[src/rtl/fsm_stim_sequencer_if.sv]
// Link between the stimulus sequencer and the FSM under test: the sequencer
// drives the command code, the FSM returns its output code.
interface fsm_stim_sequencer_if #(
  parameter int INPUT_SIZE  = 3,
  parameter int OUTPUT_SIZE = 6
);
  // No valid/ready pair: input_signal is a registered level that the FSM
  // samples every cycle, and output_signal is sampled by the sequencer only
  // on the final cycle of each program step.
  logic [INPUT_SIZE-1:0]  input_signal;
  logic [OUTPUT_SIZE-1:0] output_signal;

  modport master (output input_signal, input output_signal);
  modport slave  (input input_signal, output output_signal);
endinterface

[src/rtl/fsm_stim_sequencer.sv]
// Replays a programmed list of {last, hold, expected, cmd} steps into an FSM
// under test and counts steps whose final-cycle output differs from expected.
module fsm_stim_sequencer #(
  parameter int INPUT_SIZE  = 3,
  parameter int OUTPUT_SIZE = 6,
  parameter int HOLD_W      = 4,
  parameter int ADDR_W      = 4,
  parameter int ERR_W       = 8,
  localparam int PW         = 1 + HOLD_W + OUTPUT_SIZE + INPUT_SIZE
) (
  input  logic                      clk,
  input  logic                      reset,
  input  logic                      prog_we,
  input  logic [ADDR_W-1:0]         prog_addr,
  input  logic [PW-1:0]             prog_data,
  input  logic                      start,
  fsm_stim_sequencer_if.master      fsm,
  output logic                      busy,
  output logic                      done,
  output logic                      pass,
  output logic [ERR_W-1:0]          err_count,
  output logic [ADDR_W-1:0]         err_step,
  output logic [1:0]                state_dbg
);

  localparam int DEPTH = 2 ** ADDR_W;

  typedef enum logic [1:0] {
    S_IDLE  = 2'd0,
    S_FETCH = 2'd1,
    S_RUN   = 2'd2,
    S_DONE  = 2'd3
  } state_t;

  state_t                 state;
  logic [PW-1:0]          mem [DEPTH];
  logic [ADDR_W-1:0]      ptr;
  logic [HOLD_W-1:0]      cnt;
  logic [OUTPUT_SIZE-1:0] cur_exp;
  logic                   cur_last;
  logic                   mismatch;
  logic [ERR_W-1:0]       err_next;
  logic                   idle_like;

  assign state_dbg = state;
  assign idle_like = (state == S_IDLE) || (state == S_DONE);

  always_comb begin
    mismatch = 1'b0;
    err_next = err_count;
    mismatch = (fsm.output_signal != cur_exp);
    if (mismatch && (err_count != {ERR_W{1'b1}}))
      err_next = err_count + 1'b1;
  end

  // Program memory survives reset so a run can be restarted without reload.
  always_ff @(posedge clk) begin
    if (prog_we && idle_like)
      mem[prog_addr] <= prog_data;
  end

  always_ff @(posedge clk) begin
    if (!reset) begin
      state            <= S_IDLE;
      fsm.input_signal <= '0;
      busy             <= 1'b0;
      done             <= 1'b0;
      pass             <= 1'b0;
      err_count        <= '0;
      err_step         <= '0;
      ptr              <= '0;
      cnt              <= '0;
      cur_exp          <= '0;
      cur_last         <= 1'b0;
    end else begin
      case (state)
        S_IDLE, S_DONE: begin
          if (start) begin
            state     <= S_FETCH;
            ptr       <= '0;
            err_count <= '0;
            err_step  <= '0;
            pass      <= 1'b0;
            done      <= 1'b0;
            busy      <= 1'b1;
          end
        end
        S_FETCH: begin
          fsm.input_signal <= mem[ptr][INPUT_SIZE-1:0];
          cur_exp          <= mem[ptr][INPUT_SIZE +: OUTPUT_SIZE];
          cnt              <= mem[ptr][INPUT_SIZE+OUTPUT_SIZE +: HOLD_W];
          cur_last         <= mem[ptr][PW-1];
          state            <= S_RUN;
        end
        S_RUN: begin
          if (cnt != '0) begin
            cnt <= cnt - 1'b1;
          end else begin
            err_count <= err_next;
            // err_count never returns to zero once set, so zero means "no error yet".
            if (mismatch && (err_count == '0))
              err_step <= ptr;
            if (cur_last || (&ptr)) begin
              state <= S_DONE;
              busy  <= 1'b0;
              done  <= 1'b1;
              pass  <= (err_next == '0);
            end else begin
              ptr   <= ptr + 1'b1;
              state <= S_FETCH;
            end
          end
        end
        default: state <= S_IDLE;
      endcase
    end
  end

endmodule
[src/flat_wrapper.sv]
// flat-port wrapper written by rule: the top's interface ports become plain ports
module fsm_stim_sequencer_flat 
#(
  parameter int INPUT_SIZE  = 3,
  parameter int OUTPUT_SIZE = 6,
  parameter int HOLD_W      = 4,
  parameter int ADDR_W      = 4,
  parameter int ERR_W       = 8,
  localparam int PW         = 1 + HOLD_W + OUTPUT_SIZE + INPUT_SIZE
)
  (clk, reset, prog_we, prog_addr, prog_data, start, busy, done, pass, err_count, err_step, state_dbg, fsm_input_signal, fsm_output_signal);
  fsm_stim_sequencer_if #(.INPUT_SIZE(INPUT_SIZE), .OUTPUT_SIZE(OUTPUT_SIZE)) fsm_i ();
  input  logic clk;
  input  logic reset;
  input  logic prog_we;
  input  logic [ADDR_W-1:0] prog_addr;
  input  logic [PW-1:0] prog_data;
  input  logic start;
  output logic busy;
  output logic done;
  output logic pass;
  output logic [ERR_W-1:0] err_count;
  output logic [ADDR_W-1:0] err_step;
  output logic [1:0] state_dbg;
  output wire logic [$bits(fsm_i.input_signal)-1:0] fsm_input_signal;
  input wire logic [$bits(fsm_i.output_signal)-1:0] fsm_output_signal;
  assign fsm_input_signal = fsm_i.input_signal;
  assign fsm_i.output_signal = fsm_output_signal;
  fsm_stim_sequencer #(.INPUT_SIZE(INPUT_SIZE), .OUTPUT_SIZE(OUTPUT_SIZE), .HOLD_W(HOLD_W), .ADDR_W(ADDR_W), .ERR_W(ERR_W)) u_core (.clk(clk), .reset(reset), .prog_we(prog_we), .prog_addr(prog_addr), .prog_data(prog_data), .start(start), .fsm(fsm_i), .busy(busy), .done(done), .pass(pass), .err_count(err_count), .err_step(err_step), .state_dbg(state_dbg));
endmodule
[config.mk]
export PLATFORM = sky130hd
export DESIGN_NAME = fsm_stim_sequencer_flat
export DESIGN_NICKNAME = d
export VERILOG_FILES = /design/src/rtl/fsm_stim_sequencer_if.sv /design/src/rtl/fsm_stim_sequencer.sv /design/src/flat_wrapper.sv
export SDC_FILE = /design/constraint.sdc
export NUM_CORES = 1
export LEC_CHECK = 0
export CORE_MARGIN = 5
export CORE_UTILIZATION = 33
export CTS_CLUSTER_DIAMETER = 50
export DETAILED_ROUTE_END_ITERATION = 8
export HOLD_SLACK_MARGIN = 0.08
export SETUP_SLACK_MARGIN = 0.02
export SYNTH_ARGS = -nofsm -noshare
export SYNTH_HDL_FRONTEND = slang
export SYNTH_SLANG_ARGS = --single-unit
export TNS_END_PERCENT = 50
[constraint.sdc]
create_clock -name clk -period 3.1 [get_ports clk]
set_input_delay 0.62 -clock clk [delete_from_list [all_inputs] [get_ports clk]]
set_output_delay 0.62 -clock clk [all_outputs]
set_load 0.005 [all_outputs]
==> results of run 1 <==
==> metrics by stage <==
step           instance area [µm²]  std cells  util, %
4_1_cts                      12500       1065     39.8
6_report                     12500       1065     39.8
2_1_floorplan                10500        563        -
5_1_grt                      12500       1065     39.8
3_3_place_gp                 11500       1012     36.8
3_5_place_dp                 11500       1012     36.8
==> layout make-up <==
class / instances / share of cell area, %
repair buffers: 70 / 5.45
clock inverters: 23 / 1.78
multi-input cells: 269 / 22.5
inverters: 8 / 0.240
well taps: 402 / 4.03
clock buffers: 30 / 5.84
flip-flops and latches: 263 / 60.1
==> per-layer routing <==
layer  wire length [µm]  vias up  GRT usage [%]
met5                  0        -              0
met2              11500      142           22.4
li1                   -     2434              -
met3               1170       36           2.53
met1               9770     2819           17.2
met4                512        0           2.77
==> power by group <==
group,total (W),internal [W],switching (W)
Combinational,0.000537,0.000224,0.000313
Sequential,0.00396,0.00392,0.0000463
Clock,0.00338,0.00198,0.00140
==> layout by cell type (no fill, tap or decap), types with 7 or more instances in the layout <==
| master | netlist | final |
|---|---|---|
| edfxtp_1 | 224 | 224 |
| mux4_2 | 69 | 69 |
| clkdlybuf4s50_1 | 0 | 47 |
| nor2_1 | 46 | 46 |
| dfxtp_1 | 39 | 37 |
| clkbuf_16 | 0 | 29 |
| nand2_1 | 24 | 24 |
| buf_4 | 0 | 20 |
| a21oi_1 | 19 | 19 |
| mux2i_1 | 13 | 13 |
| xor2_1 | 8 | 8 |
| ha_1 | 7 | 7 |
| clkinv_1 | 0 | 7 |
==> synthesized netlist by cell type, types with 6 or more instances <==
library cell	number	area share (%)
a21oi_1	19	0.91
a31oi_1	6	0.36
buf_2	7	0.33
clkbuf_1	11	0.39
dfxtp_1	39	7.5
edfxtp_1	224	64
ha_1	7	0.84
inv_1	6	0.22
mux2i_1	13	1.2
mux4_2	69	15
nand2_1	24	0.86
nor2_1	46	1.7
nor3_1	7	0.33
o21ai_1	6	0.29
xor2_1	8	0.67
==> kinds of logic (layout without fill, tap and decap cells) <==
family                     count (synthesis)  in the layout  share of synthesized area (%)
xor gates and xnor gates                  11             11                          0.921
DFF                                      263            263                           71.8
AOI/OAI and AO/OA                         57             57                           3.62
muxes                                     83             83                           16.2
buffers and inverters                     31            131                           1.55
and+or+nand+nor                          111            111                           5.11
adders and majority gates                  7              7                          0.837
==> flip-flops by register name, summed over array words and instances, names as in the netlist, named ones only <==
| name | cells |
|---|---|
| u_core.cur_exp | 6 |
| u_core.fsm.input_signal | 3 |
| u_core.busy | 1 |
| u_core.err_count | 8 |
| u_core.err_step | 4 |
| u_core.mem | 224 |
| u_core.ptr | 4 |
| u_core.cur_last | 1 |
| u_core.state_dbg | 2 |
| u_core.pass | 1 |
| u_core.cnt | 4 |
| u_core.done | 1 |
==> critical path, delay by kind of cell, from the launching register on <==
family                   cells  cell delay (ns)
buffers and inverters        1             0.17
AND/OR/NAND/NOR              2             0.86
AO/OA/AOI/OAI                2             0.34
adder cells (fa/ha/maj)      1             0.55
flip-flops                   1             0.39
==> worst min-delay path by stage <==
stage	from	to	slack, ns	depth (start not counted)
after detailed placement	u_core.err_step[3]$_SDFFE_PN0P_	u_core.err_step[3]$_SDFFE_PN0P_	0.46	2
final	u_core.err_step[3]$_SDFFE_PN0P_	u_core.err_step[3]$_SDFFE_PN0P_	0.46	2
after floorplan	u_core.err_step[3]$_SDFFE_PN0P_	u_core.err_step[3]$_SDFFE_PN0P_	0.45	2
after CTS	u_core.err_step[3]$_SDFFE_PN0P_	u_core.err_step[3]$_SDFFE_PN0P_	0.46	2
after global placement	u_core.err_step[3]$_SDFFE_PN0P_	u_core.err_step[3]$_SDFFE_PN0P_	0.44	2
after global routing	u_core.err_step[3]$_SDFFE_PN0P_	u_core.err_step[3]$_SDFFE_PN0P_	0.51	2
==> summary by stage, run 1 <==
Outcome
The flow ran to the end, and the final reports show no timing, DRC or antenna violations.

Floorplan
The count of standard-cell rows is 65. In this run the standard cell core region covers 31,400 µm². Pin placement for this block handled 48 I/O pins. The chip height is 188 µm.

For this configuration, the core starts out at a cell density of 33.3%. The overall die area is 35,400 µm². The horizontal die dimension is 188 µm.

GRT
The remaining global-route overflow is 0. The first-pass GRT wire length is 35,000 µm. Global routing used 13.0% of the available tracks. The initial antenna violation count was 0. Entering global routing, the biggest net connects 42 pins.

The via count of the first global-routing pass is 5,592.

Drt
The DRC violation count after routing is 0. The DRC marker count from the first detailed-route iteration is 397. The final routed wire length divided by cell count is 21.6 µm. The final routed wirelength across all metal layers is 23,000 µm. The pre-antenna-repair detailed-routing pass consisted of 5 iterations. Using the TritonRoute via totals, the vias-per-cell ratio works out to 5.10. The routed via count is 5,431. In this run the remaining antenna-violating nets after routing total 0.

Setup path
The capturing point of the worst reg2reg path is u_core.err_count[3]$_SDFFE_PN0P_. The worst reg2reg path depth is 6. The delay of the slowest cell on the worst path is 0.59 ns.

In this run the worst setup path terminates at u_core.err_count[3]$_SDFFE_PN0P_. Tracing the worst setup path back leads to its startpoint at u_core.state_dbg[1]$_SDFFE_PN0P_. The reg-to-reg setup timing slack is 0.69 ns.

The category of the most critical setup path is flop to flop. The critical path startpoint category is a flop. Traced cell by cell, the critical path runs through ha_1 -> inv_2 -> nor3_2 -> and2_1 -> a21oi_1 -> a311oi_1. The category of the worst setup path capture point is a flop. Among all stages on the critical path, the largest delay is contributed by nor3_2. The required time of the critical path is 3.55 ns.

The data arrival time of the critical path is 2.86 ns. The maximum fanout along the worst path is 15. The worst register-to-register path begins at u_core.state_dbg[1]$_SDFFE_PN0P_.

Synthesis
In this run, synthesis produced a sequential element count of 263. Synthesis produced a netlist with a net count of 598. The top flip-flop cell by instance count after synthesis is edfxtp_1. The number of cells produced by synthesis is 563.

Of all flip-flops after synthesis, the portion carrying an async set or reset was 0%. Each instance of the synthesized netlist takes up on average 18.6 µm². The cell area after synthesis is 10,500 µm². Counting flops with a built-in enable in the synthesized netlist gives 224. The Yosys step of the flow raised 0 warnings.

The portion of the post-synthesis area used by sequential elements is 71.8%. The number of different library cells used by synthesis comes to 50.

Clock network
The clock transition time at the flip-flop clock pins of the worst setup and hold paths is 0.06 ns. The number of hold buffers added after cts is 0. The count of H-tree levels built during CTS is 1. The tree built by TritonCTS fans out to 263 sinks. In this run, CTS created clock tree buffers numbering 29.

The number of setup buffers added after CTS is 0. Gates resized during post-CTS repair numbered 0. The CTS tree is yes. The insertion delay of the later-clocked pin in the worst-skew pair is 0.56 ns. The clock passes through at most 3 buffers. The clock root buffer master is clkbuf_16.

STA
The count of final max-slew check failures is 0. The worst hold slack after final layout is 0.461 ns. The ratio of final minimum period to clock period is 77.7%. Across all setup checks in the final design, the least slack found is 0.690 ns. Setup repair after global routing left no endpoint under its margin. The transition time at the pin with the least slew margin is 0.716 ns.

The max-slew headroom at the worst pin is 52.2%. Setup violations remaining at the end of the flow were counted as 0. The count of endpoints failing hold in the final timing report is 0. On the final layout, the worst clock skew is 0.0121 ns. Counting I/O delays and the setup requirement, the final critical path takes 2.41 ns. Based on the critical path, the design can be clocked at up to 0.415 GHz. Adding up every negative setup slack in the final design gives 0 ns.

Power
Summed over all cells, the static leakage comes to 3.93 nW. The areal power density over the cells is 631 nW/µm². The worst IR drop on VDD is 0.000445 V. The post-layout total power is 0.00788 W.

Run
The tool flagged a number of max-cap violations equal to 0.

Finish
The register area is 7510 µm². The net count of the finished layout is 676. Summing all multi-input logic gate instances after layout gives 2810 µm². The number of antenna diodes in the final layout is 0. The area added between synthesis and finish is 19.4%. The layout cell share with drive strength beyond 1 is 23.1%.

The number of filler cells placed in the layout is 2,807.

Placed design
The worst slack at placement is 0.351 ns. The number of port buffers is 47. The routability-driven placement congestion ratio is 0.778. Once detailed placement completed, the half-perimeter wirelength came to 13,800 µm.

Worst hold path
The path type of the worst min-delay path is flop to flop.
No activity file was read; power rests on OpenSTA's default activity.
==> run 2: changes to the inputs <==
clock period = 2.05 ns   (was 3.1 ns; I/O delays follow)
==> summary by stage, run 2 (synthesized netlist as in run 1, its figures left out) <==
Drt
The final antenna-violating net count is 0 (unchanged). The DRC marker count from the first detailed-route iteration is 488 (was 397). The via density per instance is 5.15 (was 5.10). The final routed wire length divided by cell count is 22.2 µm (was 21.6 µm).

The routed via count was 5,670 (was 5,431). The final routed wirelength across all metal layers is 24,500 µm (was 23,000 µm). The DRC violation count after routing is 0 (unchanged).

The first-pass iteration count of the detailed router was 6 (was 5).

STA
The max-slew headroom at the worst pin is 63.0% (was 52.2%). The ratio of final minimum period to clock period was 102% (was 77.7%). The minimum period implied by the final worst setup slack was 2.09 ns (was 2.41 ns). The count of endpoints failing hold in the final timing report came to 0 (unchanged). The upper clock frequency limit is 0.479 GHz (was 0.415 GHz).

The count of final max-slew check failures is 0 (unchanged). The transition time at the pin with the least slew margin is 0.553 ns (was 0.716 ns). The worst clock skew came to 0.00982 ns (was 0.0121 ns). The number of endpoints failing setup at the final stage is 5 (was 0).

The worst hold slack after final layout came to 0.468 ns (was 0.461 ns). RSZ-0062 raised after global routing: yes (was no). The final worst-path setup slack is -0.0378 ns (was 0.690 ns).

GRT
The remaining global-route overflow is 0 (unchanged). The first-pass GRT wire length is 36,100 µm (was 35,000 µm). The via count of the first global-routing pass is 5,859 (was 5,592). The largest net degree at the start of global routing is 32 (was 42). The initial antenna violation count came to 0 (unchanged). The overall track demand over capacity in global routing was 13.3% (was 13.0%).

Clock network
The number of buffers on the longest clock path was 3 (unchanged). The clock root buffer master is clkbuf_16 (unchanged). The CTS tree is yes (unchanged).

The count of H-tree levels built during CTS is 1 (unchanged). The clock transition time at the flip-flop clock pins of the worst setup and hold paths was 0.06 ns (about the same). The total clock buffers created by CTS is 28 (was 29).

The insertion delay of the later-clocked pin in the worst-skew pair is 0.53 ns (was 0.56 ns). The number of clock sinks is 263 (unchanged).

Floorplan
The chip height was 188 µm (unchanged). The number of ports placed on the die boundary is 48 (unchanged). The placeable core region was 31,400 µm² (unchanged).

The effective utilization at floorplan came to 33.3% (unchanged). The count of standard-cell rows came to 65 (unchanged). The horizontal die dimension came to 188 µm (unchanged). The overall die area was 35,400 µm² (unchanged).

Run
The number of maximum-capacitance constraint violations is 0 (unchanged).

Finish
The most flop-heavy register is u_core.mem (unchanged). The number of antenna repair diodes is 0 (unchanged). Top library cells by usage in the layout, fill and taps aside: edfxtp_1, mux4_2, clkdlybuf4s50_1 (unchanged). The number of nets in the layout is 714 (was 676). Biggest regs: u_core.mem (224), u_core.err_count (8), u_core.cur_exp (6) (unchanged). The layout cell share with drive strength beyond 1 is 28.6% (was 23.1%).

The most frequent standard cell in the layout excluding fill and tap cells was edfxtp_1 (unchanged). The area added between synthesis and finish is 25.7% (was 19.4%). The flip-flop count of the largest register after layout is 224 (unchanged).

Setup path
The worst reg2reg path depth is 6 (unchanged). The data arrival time of the critical path is 2.49 ns (was 2.86 ns). The worst setup path endpoint is u_core.fsm.input_signal[1]$_SDFFE_PN0P_ (was u_core.err_count[3]$_SDFFE_PN0P_). The critical path's slowest cell is mux4_2 (was nor3_2).

The capturing point of the worst reg2reg path is u_core.fsm.input_signal[1]$_SDFFE_PN0P_ (was u_core.err_count[3]$_SDFFE_PN0P_). The category of the most critical setup path is flop to flop (unchanged). Cells along the critical path: buf_12 -> clkbuf_16 -> mux4_2 -> mux4_2 -> mux2i_1 -> nor2_1 (was ha_1 -> inv_2 -> nor3_2 -> and2_1 -> a21oi_1 -> a311oi_1).

The delay of the slowest cell on the worst path is 0.54 ns (was 0.59 ns). The most frequent cell on the critical path is mux4_2. The required time of the critical path came to 2.45 ns (was 3.55 ns). The critical path startpoint category is a flop (unchanged). The maximum fanout along the worst path came to 6 (was 15). The category of the worst setup path capture point was a flop (unchanged). The reg-to-reg setup timing slack is -0.04 ns (was 0.69 ns).

Outcome
Result of the run: complete, but fails checks (was completed). The final reports fail on setup timing.

Power
The worst IR drop on VDD is 0.000708 V (was 0.000445 V). The post-layout total power is 0.0119 W (was 0.00788 W). The reported leakage power is 4.20 nW (was 3.93 nW). The areal power density over the cells is 907 nW/µm² (was 631 nW/µm²).

Worst hold path
The path type of the worst min-delay path is flop to flop (unchanged).

Placed design
The half-perimeter wire length of the detailed placement result is 14,700 µm (was 13,800 µm). The routability-driven placement congestion ratio was 0.822 (was 0.778). The number of port buffers is 47 (unchanged).
run 2: cell types whose count changed in the layout (fill, tap and decap cells not counted), sizes merged:
cell,before,now
buf,23,58
clkbuf,30,39
clkinv,13,10
inv,13,10
clkinvlp,2,1
run 2: layout make-up:
type,count,area [µm²]
Clock buffer,35,748
Clock inverter,16,160
Fill cell,2778,18200
Inverter,8,32.5
Multi-Input combinational cell,269,2890
Sequential cell,263,7520
Tap cell,402,503
Timing Repair Buffer,109,1290
run 2: through the flow:
stage	cell area (µm²)	setup WS (ns)	util [%]	std cells	setup TNS, ns
after floorplan	10500	-0.167	-	563	-7.01
after global routing	13100	-0.102	41.9	1102	-0.813
final	13100	-0.0378	41.9	1102	-0.139
after detailed placement	12000	-0.227	38.2	1039	-3.66
after global placement	12000	-0.178	38.2	1039	-2.15
after CTS	12900	-0.0369	41.1	1092	-0.102
run 2: power breakdown:
group          total, W  switching [W]  internal [W]
sequential      0.00599      0.0000635       0.00593
clock           0.00494        0.00198       0.00296
combinational   0.00100       0.000533      0.000468
total            0.0119        0.00258       0.00935
run 2: layer usage:
metal / routed length [µm] / global-route usage, %
met1: 10800 / 18.1
met2: 12200 / 22.8
met3: 1120 / 2.31
met4: 392 / 2.40
met5: 0 / 0
run 2: how the worst min path moves through the flow:
stage                                               start  depth (start not counted)  slack, ns                              end
after floorplan           u_core.err_step[3]$_SDFFE_PN0P_                          2       0.45  u_core.err_step[3]$_SDFFE_PN0P_
after global placement    u_core.err_step[3]$_SDFFE_PN0P_                          2       0.44  u_core.err_step[3]$_SDFFE_PN0P_
after detailed placement  u_core.err_step[3]$_SDFFE_PN0P_                          2       0.47  u_core.err_step[3]$_SDFFE_PN0P_
after CTS                 u_core.err_step[3]$_SDFFE_PN0P_                          2       0.47  u_core.err_step[3]$_SDFFE_PN0P_
after global routing      u_core.err_step[3]$_SDFFE_PN0P_                          2       0.51  u_core.err_step[3]$_SDFFE_PN0P_
final                     u_core.err_step[3]$_SDFFE_PN0P_                          2       0.47  u_core.err_step[3]$_SDFFE_PN0P_
run 2: what timing repair did:
item                                    CTS  global route
endpoints found under the setup margin    8            29
gates cloned                              0             5
setup buffers                             2             5
gates resized for setup                   3            20
hold buffers                              0             0
pin swaps                                 2             9
run 2: critical path: cells and delay by family, from the launching register on:
family                 cells  cell delay [ns]
multiplexers               3             1.21
buffers and inverters      2             0.31
flip-flops                 1             0.39
AND/OR/NAND/NOR            1             0.05
==> run 3: changes to the inputs <==
GPL_TIMING_DRIVEN = 0   (was unset)
==> summary by stage, run 3 (synthesized netlist as in run 1, its figures left out) <==
STA
The upper clock frequency limit is 0.467 GHz (was 0.479 GHz). The worst hold slack after final layout is 0.490 ns (was 0.468 ns). The minimum period implied by the final worst setup slack is 2.14 ns (was 2.09 ns). The worst clock skew is 0.00716 ns (was 0.00982 ns).

The transition time at the pin with the least slew margin is 0.899 ns (was 0.553 ns). The count of endpoints failing hold in the final timing report is 0 (unchanged). The ratio of final minimum period to clock period is 105% (was 102%).

The final worst-path setup slack is -0.0928 ns (was -0.0378 ns). The count of final max-slew check failures was 0 (unchanged). The max-slew headroom at the worst pin is 40.0% (was 63.0%).

RSZ-0062 raised after global routing: yes (unchanged). The number of endpoints failing setup at the final stage is 13 (was 5).

Outcome
Violated checks: setup timing (unchanged). Result of the run: complete, but fails checks (unchanged).

Setup path
The worst setup path endpoint is u_core.cur_exp[0]$_SDFFE_PN0P_ (was u_core.fsm.input_signal[1]$_SDFFE_PN0P_). The worst reg2reg path depth is 7 (was 6). The capturing point of the worst reg2reg path is u_core.cur_exp[0]$_SDFFE_PN0P_ (was u_core.fsm.input_signal[1]$_SDFFE_PN0P_). The category of the most critical setup path was flop to flop (unchanged). The reg-to-reg setup timing slack is -0.09 ns (was -0.04 ns). The maximum fanout along the worst path is 6 (unchanged). The category of the worst setup path capture point is a flop (unchanged). The critical path startpoint category is a flop (unchanged). The required time of the critical path was 2.46 ns (was 2.45 ns). The data arrival time of the critical path is 2.55 ns (was 2.49 ns).

Drt
The via density per instance was 5.21 (was 5.15). The final routed wire length divided by cell count was 22.7 µm (was 22.2 µm). The first-pass iteration count of the detailed router is 5 (was 6).

The routed via count is 5,832 (was 5,670). The DRC marker count from the first detailed-route iteration was 512 (was 488). The final routed wirelength across all metal layers is 25,400 µm (was 24,500 µm). The final antenna-violating net count was 0 (unchanged). The DRC violation count after routing came to 0 (unchanged).

Clock network
The total clock buffers created by CTS is 29 (was 28). The number of buffers on the longest clock path is 3 (unchanged). The number of clock sinks is 263 (unchanged).

The clock root buffer master is clkbuf_16 (unchanged). The insertion delay of the later-clocked pin in the worst-skew pair is 0.54 ns (was 0.53 ns). The count of H-tree levels built during CTS is 1 (unchanged). The CTS tree is yes (unchanged). The clock transition time at the flip-flop clock pins of the worst setup and hold paths was 0.06 ns (about the same).

Finish
The number of nets in the layout is 731 (was 714). The number of antenna repair diodes is 0 (unchanged). The register area was 7530 µm² (was 7520 µm²). The count of placed standard cells in the final layout, fillers left out is 1,120 (was 1,102). The number of filler cells placed in the layout is 2,689 (was 2,778).

Top library cells by usage in the layout, fill and taps aside: edfxtp_1, mux4_2, clkdlybuf4s50_1 (unchanged). The flip-flop count of the largest register after layout is 224 (unchanged). Biggest regs: u_core.mem (224), u_core.err_count (8), u_core.cur_exp (6) (unchanged).

The area added between synthesis and finish came to 29.1% (was 25.7%). The most frequent standard cell in the layout excluding fill and tap cells was edfxtp_1 (unchanged). The layout cell share with drive strength beyond 1 is 33.8% (was 28.6%). The final cell utilization of the core was 43.0% (was 41.9%). The most flop-heavy register is u_core.mem (unchanged). The area taken by multi-input logic gates came to 3070 µm² (was 2890 µm²).

Placed design
The post-placement cell count is 1,027 (was 1,039). The number of port buffers is 47 (unchanged). The routability-driven placement congestion ratio is 0.798 (was 0.822).

The half-perimeter wire length of the detailed placement result is 16,500 µm (was 14,700 µm).

GRT
The overall track demand over capacity in global routing is 14.1% (was 13.3%). The largest net degree at the start of global routing is 17 (was 32). The first-pass GRT wire length is 37,500 µm (was 36,100 µm). The remaining global-route overflow is 0 (unchanged). The via count of the first global-routing pass came to 5,901 (was 5,859). The initial antenna violation count is 2 (was 0).

Floorplan
The chip height is 188 µm (unchanged). The placeable core region is 31,400 µm² (unchanged). The count of standard-cell rows is 65 (unchanged).

The effective utilization at floorplan is 33.3% (unchanged). The overall die area is 35,400 µm² (unchanged). The horizontal die dimension was 188 µm (unchanged). The number of ports placed on the die boundary is 48 (unchanged).

Worst hold path
The path type of the worst min-delay path is flop to flop (unchanged).

Power
The reported leakage power is 4.34 nW (was 4.20 nW). The worst IR drop on VDD is 0.000660 V (was 0.000708 V). The areal power density over the cells came to 907 nW/µm² (about the same).

Run
The number of maximum-capacitance constraint violations is 0 (unchanged).
-- run 3: cell types whose count changed in the layout (fill, tap and decap cells not counted), sizes merged --
| cell | change |
|---|---|
| buf | +8 |
| clkinvlp | +1 |
| clkinv | +1 |
| inv | +3 |
| clkbuf | +5 |
-- run 3: routing by layer --
layer	part of all wire [%]	global-route usage [%]	vias up
met5	0.13	0	-
met4	2.1	2.68	4
met3	5.1	2.53	46
met2	51	24.9	203
met1	42	18.5	3015
li1	-	-	2564
-- run 3: metrics by stage --
step	total power, W	cell area (µm²)	TNS (ns)	setup WS, ns
2_1_floorplan	0.00660	10500	-7.01	-0.167
3_3_place_gp	0.00690	11500	-225.23	-1.13
3_5_place_dp	0.00698	11800	-88.35	-0.713
4_1_cts	0.0122	13300	-1.03	-0.122
5_1_grt	0.0127	13500	-2.13	-0.195
6_report	0.0122	13500	-0.708	-0.0928
-- run 3: how the worst min path moves through the flow --
| stage | slack, ns | cells past startpoint | start | endpoint |
|---|---|---|---|---|
| 2_1_floorplan | 0.45 | 2 | u_core.err_step[3]$_SDFFE_PN0P_ | u_core.err_step[3]$_SDFFE_PN0P_ |
| 3_3_place_gp | 0.45 | 2 | u_core.err_step[3]$_SDFFE_PN0P_ | u_core.err_step[3]$_SDFFE_PN0P_ |
| 3_5_place_dp | 0.46 | 2 | u_core.err_step[3]$_SDFFE_PN0P_ | u_core.err_step[3]$_SDFFE_PN0P_ |
| 4_1_cts | 0.48 | 2 | u_core.err_step[3]$_SDFFE_PN0P_ | u_core.err_step[3]$_SDFFE_PN0P_ |
| 5_1_grt | 0.51 | 2 | u_core.err_count[0]$_SDFFE_PN0P_ | u_core.err_count[0]$_SDFFE_PN0P_ |
| 6_report | 0.49 | 2 | u_core.err_step[3]$_SDFFE_PN0P_ | u_core.err_step[3]$_SDFFE_PN0P_ |
-- run 3: layout make-up --
class / instances / share of cell area [%]
sequential: 263 / 55.7
multi-input combinational: 269 / 22.7
timing repair buffer: 102 / 9.06
clock buffer: 32 / 5.53
tap: 402 / 3.72
buffer: 23 / 1.56
clock inverter: 21 / 1.48
inverter: 8 / 0.222
-- run 3: repair_timing --
| item | CTS | global route |
|---|---|---|
| gates cloned | 6 | 0 |
| pin swaps | 10 | 16 |
| buffers inserted | 17 | 17 |
| endpoints found under the setup margin | 245 | 67 |
| hold buffers | 0 | 0 |
| gates resized for setup | 55 | 35 |
| endpoints found under the hold margin | 0 | 0 |
-- run 3: power by group --
group          leakage (nW)  internal [W]  switching [W]  total, W
combinational          1.53      0.000533       0.000605   0.00114
clock                 0.462       0.00302        0.00210   0.00512
sequential             2.34       0.00592      0.0000659   0.00599
-- run 3: critical path, stage by stage, from the launching register on --
cell and delay [ns]:
dfxtp_4 0.40, buf_12 0.16, buf_12 0.11, buf_16 0.12, mux4_2 0.49, mux4_2 0.49, mux2i_1 0.17, nor2_1 0.07
